`config.mk`:
```
export PLATFORM = sky130hd
export DESIGN_NAME = ascon_hash_ctrl
export DESIGN_NICKNAME = d
export VERILOG_FILES = /design/src/rtl/ascon_hash_ctrl.sv
export SDC_FILE = /design/constraint.sdc
export NUM_CORES = 1
export LEC_CHECK = 0
export ABC_AREA = 0
export ABC_CLOCK_PERIOD_IN_PS = 5000
export CORE_AREA = 4 4 106 108
export DETAILED_ROUTE_END_ITERATION = 6
export DIE_AREA = 0 0 110 112
export GPL_ROUTABILITY_DRIVEN = 0
export PLACE_DENSITY = 0.62
export SETUP_SLACK_MARGIN = 0.15
export SYNTH_ARGS = -nofsm -noshare
export SYNTH_HDL_FRONTEND = slang
export SYNTH_SLANG_ARGS = --single-unit
```
`constraint.sdc`:
```
create_clock -name clk -period 5 [get_ports clk]
set_clock_uncertainty 0.1 [all_clocks]
set_input_delay 0.75 -clock clk [delete_from_list [all_inputs] [get_ports clk]]
set_output_delay 0.75 -clock clk [all_outputs]
set_load 0.02 [all_outputs]
```
`src/rtl/ascon_hash_ctrl.sv`:
```
// Ascon-Hash256 sequencer: initialises, absorbs and squeezes through one
// external ascon_core permutation engine, producing a 256-bit digest as four words.
module ascon_hash_ctrl (
    input  logic        clk,
    input  logic        rst,
    input  logic        start_i,
    output logic        busy_o,
    input  logic        msg_valid_i,
    output logic        msg_ready_o,
    input  logic [63:0] msg_data_i,
    input  logic        msg_last_i,
    input  logic [3:0]  msg_bytes_i,
    output logic        hash_valid_o,
    input  logic        hash_ready_i,
    output logic [63:0] hash_data_o,
    output logic        hash_last_o,
    output logic        core_start_o,
    output logic        core_round_cfg_o,
    output logic [2:0]  core_word_sel_o,
    output logic [63:0] core_data_o,
    output logic        core_we_o,
    output logic        core_xor_o,
    input  logic [63:0] core_data_i,
    input  logic        core_ready_i
);

    localparam logic [63:0] IV = 64'h0000_0801_00CC_0002;

    typedef enum logic [2:0] {
        IDLE,
        INIT_WR,
        PERM_GO,
        PERM_WAIT,
        ABSORB,
        PAD,
        SQUEEZE
    } state_t;

    state_t      state, state_nx;
    state_t      after, after_nx;
    logic [2:0]  wcnt, wcnt_nx;
    logic [1:0]  sqcnt, sqcnt_nx;
    logic        wait_first;

    logic        last_full;
    logic [5:0]  pad_shift;
    logic [63:0] byte_mask;
    logic [63:0] pad_word;

    // A last block of 8 (or more) bytes needs a separate padding block.
    assign last_full = (msg_bytes_i >= 4'd8);
    assign pad_shift = {msg_bytes_i[2:0], 3'b000};
    assign byte_mask = (64'h1 << pad_shift) - 64'h1;
    assign pad_word  = (msg_data_i & byte_mask) | (64'h1 << pad_shift);

    assign core_round_cfg_o = 1'b1;
    assign busy_o           = (state != IDLE);

    always_ff @(posedge clk or posedge rst) begin
        if (rst) begin
            state      <= IDLE;
            after      <= IDLE;
            wcnt       <= 3'd0;
            sqcnt      <= 2'd0;
            wait_first <= 1'b0;
        end else begin
            state      <= state_nx;
            after      <= after_nx;
            wcnt       <= wcnt_nx;
            sqcnt      <= sqcnt_nx;
            // The core still reports ready during its start cycle, so skip one look.
            wait_first <= (state == PERM_GO);
        end
    end

    always_comb begin
        state_nx        = state;
        after_nx        = after;
        wcnt_nx         = wcnt;
        sqcnt_nx        = sqcnt;
        msg_ready_o     = 1'b0;
        hash_valid_o    = 1'b0;
        hash_data_o     = 64'h0;
        hash_last_o     = 1'b0;
        core_start_o    = 1'b0;
        core_word_sel_o = 3'd0;
        core_data_o     = 64'h0;
        core_we_o       = 1'b0;
        core_xor_o      = 1'b0;

        case (state)
            IDLE: begin
                if (start_i) begin
                    state_nx = INIT_WR;
                    wcnt_nx  = 3'd0;
                    sqcnt_nx = 2'd0;
                end
            end
            INIT_WR: begin
                core_we_o       = 1'b1;
                core_word_sel_o = wcnt;
                core_data_o     = (wcnt == 3'd0) ? IV : 64'h0;
                if (wcnt == 3'd4) begin
                    wcnt_nx  = 3'd0;
                    state_nx = PERM_GO;
                    after_nx = ABSORB;
                end else begin
                    wcnt_nx = wcnt + 3'd1;
                end
            end
            PERM_GO: begin
                core_start_o = 1'b1;
                state_nx     = PERM_WAIT;
            end
            PERM_WAIT: begin
                if (!wait_first && core_ready_i) begin
                    state_nx = after;
                end
            end
            ABSORB: begin
                msg_ready_o = 1'b1;
                core_xor_o  = 1'b1;
                core_we_o   = msg_valid_i;
                core_data_o = (msg_last_i && !last_full) ? pad_word : msg_data_i;
                if (msg_valid_i) begin
                    state_nx = PERM_GO;
                    if (!msg_last_i) begin
                        after_nx = ABSORB;
                    end else if (last_full) begin
                        after_nx = PAD;
                    end else begin
                        after_nx = SQUEEZE;
                    end
                end
            end
            PAD: begin
                core_we_o   = 1'b1;
                core_xor_o  = 1'b1;
                core_data_o = 64'h1;
                state_nx    = PERM_GO;
                after_nx    = SQUEEZE;
            end
            SQUEEZE: begin
                hash_valid_o = 1'b1;
                hash_data_o  = core_data_i;
                hash_last_o  = (sqcnt == 2'd3);
                if (hash_ready_i) begin
                    if (sqcnt == 2'd3) begin
                        sqcnt_nx = 2'd0;
                        state_nx = IDLE;
                    end else begin
                        sqcnt_nx = sqcnt + 2'd1;
                        state_nx = PERM_GO;
                        after_nx = SQUEEZE;
                    end
                end
            end
            default: begin
                state_nx = IDLE;
            end
        endcase
    end

endmodule

```
# --- Yosys cells after proc, flatten, opt, wreduce, memory -nomap -nowiden ---
# Index checks and enable logic that the tools add are counted.
totals:
  ff_bits: 12
  latch_bits: 0
  ramBits: 0
  rom_bits: 0
  in_bits: 139
  output_inout_bits: 139
  word_cells: 74
  memories: 0
op_classes:
  n_addsub: 3
  multipliers: 0
  div: 0
  magnitude_cmp: 1
  eq_ne: 14
  shift: 1
  muxes: 32
  bitwise_logic: 2
  n_reduce_logical: 16
ops:
  columns: ["cell", "n"]
  rows:
  - ["64-bit one-hot mux with 3 select lines", 1]
  - ["64-bit 2-to-1 mux", 2]
  - ["64-bit bitwise AND", 1]
  - ["64-bit bitwise OR", 1]
  - ["1-bit by 6-bit left shift with 64-bit output (first input constant)", 1]
  - ["64-bit by 1-bit subtractor with 64-bit output (second input constant)", 1]
  - ["44-bit 2-to-1 mux", 1]
  - ["3-bit 2-to-1 mux", 12]
  - ["3-bit one-hot mux with 7 select lines", 1]
  - ["3-bit equality test (second input constant)", 4]
  - ["2-bit 2-to-1 mux", 6]
  - ["2-bit != test (second input constant)", 6]
  - ["3-bit one-hot mux with 4 select lines", 1]
  - ["5-bit AND reduction", 2]
  - ["3-bit by 2-bit equality test with 1-bit output (second input constant)", 2]
  - ["3-bit logical NOT", 2]
  - ["3-bit one-hot mux with 2 select lines", 1]
  - ["1-bit 2-to-1 mux", 5]
  - ["4-bit >= comparator (second input constant)", 1]
  - ["2-bit one-hot mux with 2 select lines", 1]
  - ["2-bit nonzero test", 2]
  - ["4-bit nonzero test", 1]
  - ["2-bit OR reduction", 2]
  - ["3-bit by 1-bit adder with 3-bit output (second input constant)", 1]
  - ["other kinds (9)", 11]

# --- Logic depth before layout (Yosys ltp) ---
logic_depth:
  word_depth: 6
  depth_mapped: 7
  depth_no_buf: 6

# --- Least setup slack after synthesis ---
# Ideal clock, no wire load.
synth_path:
  path_type: "input-to-output"
  start: "input msg_bytes_i[1]"
  end: "output core_data_o[43]"
  arrival_time_ps: 1990
  required_time_ps: 4150
  setup_slack_ps: 2160
  cell_stages: 5
  path_buffers: 1
  path_cell_list: "clkbuf_1 -> or3_1 -> ha_1 -> a31o_2 -> a31o_1"
synth_between:
  elab_chain_cells: 6
  word_cells_on_any_way: 9
  cone_classes: "add/sub (1); order compare (1); shift (1); mux (2); bitwise (2); reduce/logical (2)"
synth_lines:
  columns: ["element", "line_no", "rtl"]
  rows:
  - ["start, declared", "12", "input logic [3:0] msg_bytes_i,"]
  - ["1-bit by 6-bit left shift with 64-bit output", "53, 54", null]
  - ["64-bit by 1-bit subtractor with 64-bit output", "53", "assign byte_mask = (64'h1 << pad_shift) - 64'h1;"]
  - ["64-bit bitwise AND", "54", "assign pad_word = (msg_data_i & byte_mask) | (64'h1 << pad_shift);"]
  - ["64-bit bitwise OR", "54", null]
  - ["64-bit 2-to-1 mux *", "124", "core_data_o = (msg_last_i && !last_full) ? pad_word : msg_data_i;"]
  - ["64-bit one-hot mux with 3 select lines *", "91", "case (state)"]
  - ["end, declared", "20", "output logic [63:0] core_data_o,"]
# Every way passes the cells marked *; elsewhere a longest branch is shown, timed or not.

# --- Worst setup path after layout ---
layout_path:
  start: "input msg_bytes_i[2]"
  end: "output core_data_o[25]"
# Same word-level chain as after synthesis.

==> key figures <==
Min path
  – Worst hold path class: flop to flop
  – WHS Path Cells: 2
  – Hold Startpoint: after[2]
  – Hold EP: after[2]

Power and ir drop
  – Maximum VDD drop: 0.130 mV
  – Pwr Density: 247 nW/µm²
  – P_leak: 1.91 nW
  – Total power: 0.00118 W

Die
  – Starting density of the core: 18.1%
  – Core footprint: 10200 µm²
  – Die span in x: 110 µm
  – Die height: 112 µm
  – Row Count: 37
  – Die area: 12300 µm²
  – # IOs: 278

Clocking
  – Bufs on Longest Clock Path: 2
  – Post_cts resized: 0
  – Number of CTS-inserted buffers: 3
  – Clock Latency Late Sink: 0.24 ns
  – H-tree depth: 1
  – Clk Tree Root Cell: clkbuf_8
  – Count of clock tree sinks: 12
  – Setup Buffers After CTS: 0
  – Clock-pin slew on the worst setup and hold paths: 0.05 ns
  – Cts hold-fix bufs: 0
  – CTS tree: built

Setup path
  – Req. time, crit path: 4.15 ns
  – Crit. End Element: output pin
  – R2r setup slk: 2.63 ns
  – Reg2reg start: state[1]
  – Reg-to-reg endpoint: sqcnt[0]
  – Crit path launch type: primary input
  – Worst reg-to-reg path cell count: 4
  – Worst Path Arrival: 3.14 ns
  – Maximum net fanout on the critical path: 8
  – WS Path Type: primary input to output pin

Timing
  – Tightest Pin Transition: 0.743 ns
  – Tcrit/Tclk final: 79.8%
  – Slew HR: 50.5%
  – Fin worst setup slack: 1.01 ns
  – Setup TNS: 0 ns
  – Fin. max-slew vios: 0
  – Fin. Hold Viols: 0
  – RSZ-0062 raised after global routing: false
  – Max Fclk: 250 MHz
  – Final setup violation count: 0
  – Fin crit period: 3.99 ns

Finish
  – Footprint of the multi-input gates: 1430 µm²
  – Final net count: 669
  – Register area: 300 µm²
  – Area grow syn2layout: 157%
  – Fraction of layout cells with a size suffix above 1: 3.62%
  – Finished Core Util: 46.5%
  – FILL cells: 1017
  – Ant diodes: 0
  – Design area: 4760 µm²

Logic synthesis
  – Count of different cell masters after synthesis: 46
  – Cell area after synthesis: 1850 µm²
  – Syn avg cell area: 7.12 µm²
  – Synth top area cells: and2_1, dfrtp_1, nand2_1, nor2_1, o21ai_0
  – Synth area leader: and2_1
  – Most common cell in the netlist: and2_1
  – Post-Syn Nets: 403
  – Cells after synthesis: 260
  – Synth async-reset ratio: 100%
  – FF+latch count, synth: 12
  – Synth Flop Type: dfrtp_1
  – Post-synth top area share: 37.9%
  – Syn. warnings: 0
  – Most common library cells after synthesis: and2_1, nand2_1, nor2_1
  – Sequential area share after synthesis: 16.2%
  – Number of flops mapped to enable cells by yosys: 0

Place
  – Port Buffer Count: 276
  – Post-DP Area: 4710 µm²
  – Place WS: 0.999 ns
  – Dpl hpwl: 8600 µm

Job
  – Max Cap Viol: 0

Routing
  – Drt first pass iters: 4
  – Initial DRC count: 60
  – DR DRC count: 0
  – Vias per cell: 4.14
  – DRT Wirelength: 9820 µm
  – Detail Route Antenna Nets: 0
  – Total vias in the final route: 2734
  – DR WL/cell: 14.9 µm

Global route
  – First-pass GRT wire length: 14500 µm
  – Initial antenna violation count: 0
  – GRT Resource Usage Total: 14.7%
  – Pin count of the biggest net entering global routing: 41
  – Vias in the first global route: 2865
  – Grt ovf: 0

Status
  – Status: finished, final reports clean
[layout by cell type, fill, tap and decap left out, types with 2 or more instances in the layout]
| cell | instances |
|---|---|
| nand2_1 | 17 |
| ha_1 | 4 |
| inv_1 | 7 |
| dfrtp_1 | 12 |
| and2_1 | 112 |
| a21o_1 | 5 |
| nor3_1 | 4 |
| nor3b_1 | 2 |
| clkdlybuf4s50_1 | 276 |
| a2bb2oi_1 | 2 |
| nor2_1 | 15 |
| nand3_1 | 4 |
| clkbuf_8 | 4 |
| and3_1 | 7 |
| a21oi_1 | 7 |
| o21a_1 | 2 |
| o21ai_0 | 11 |
| or3_1 | 2 |
| nand2b_1 | 4 |
| mux2_2 | 4 |
[state kept, by name, indices dropped and copies added, names as in the netlist]
signal / flops
wcnt: 3
wait_first: 1
after: 3
state: 3
sqcnt: 2
[cell type report]
class	instances	share of cell area, %
Clock buffer	4	1.16
Inverter	8	0.736
Multi-Input combinational cell	224	30.1
Sequential cell	12	6.31
Tap cell	136	3.57
Timing Repair Buffer	277	58.2
[worst max-delay path by stage]
stage,cells past startpoint,to,startpoint,slack [ns]
after floorplan,5,core_data_o[43],msg_bytes_i[1],2.16
after CTS,8,core_data_o[25],msg_bytes_i[2],0.99
after global routing,8,core_data_o[25],msg_bytes_i[2],0.86
final,8,core_data_o[25],msg_bytes_i[2],1.01
after global placement,8,core_data_o[25],msg_bytes_i[2],1.06
after detailed placement,8,core_data_o[25],msg_bytes_i[2],1.0
[stage by stage]
stage	std cells	hold WS, ns
2_1_floorplan	260	0.314
3_3_place_gp	657	0.329
3_5_place_dp	657	0.333
4_1_cts	661	0.347
5_1_grt	661	0.384
6_report	661	0.340
[report_power, final]
group          switching, W  internal (W)  leakage (nW)
combinational      0.000413      0.000457          1.72
sequential        0.0000690      0.000130         0.152
clock             0.0000378     0.0000697        0.0288
total              0.000520      0.000656          1.91
[critical path, cell delays in order]
cell and delay [ns]:
clkdlybuf4s50_1 0.67, nor2_1 0.11, nand2_1 0.11, ha_1 0.25, a21oi_1 0.11, nor2_1 0.31
and2_1 0.22, clkdlybuf4s50_1 0.61
[logic make-up (layout without fill, tap and decap cells)]
| group | Yosys count | in the layout | share of synthesized area [%] |
|---|---|---|---|
| AOI/OAI and AO/OA | 40 | 40 | 15.6 |
| adders and majority gates | 4 | 4 | 2.70 |
| buffers and inverters | 24 | 289 | 6.42 |
| DFF | 12 | 12 | 16.2 |
| muxes | 5 | 5 | 2.97 |
| other | 1 | 1 | 0.203 |
| and+or+nand+nor | 174 | 174 | 55.8 |
[metal layers]
layer	wire, µm	GRT usage (%)	up-vias
met5	0	0	-
li1	-	-	1376
met3	1280	5.68	18
met1	3230	14.4	1167
met2	5150	28.4	173
met4	157	2.74	0
Note: power is estimated with default switching activity, not from simulation.
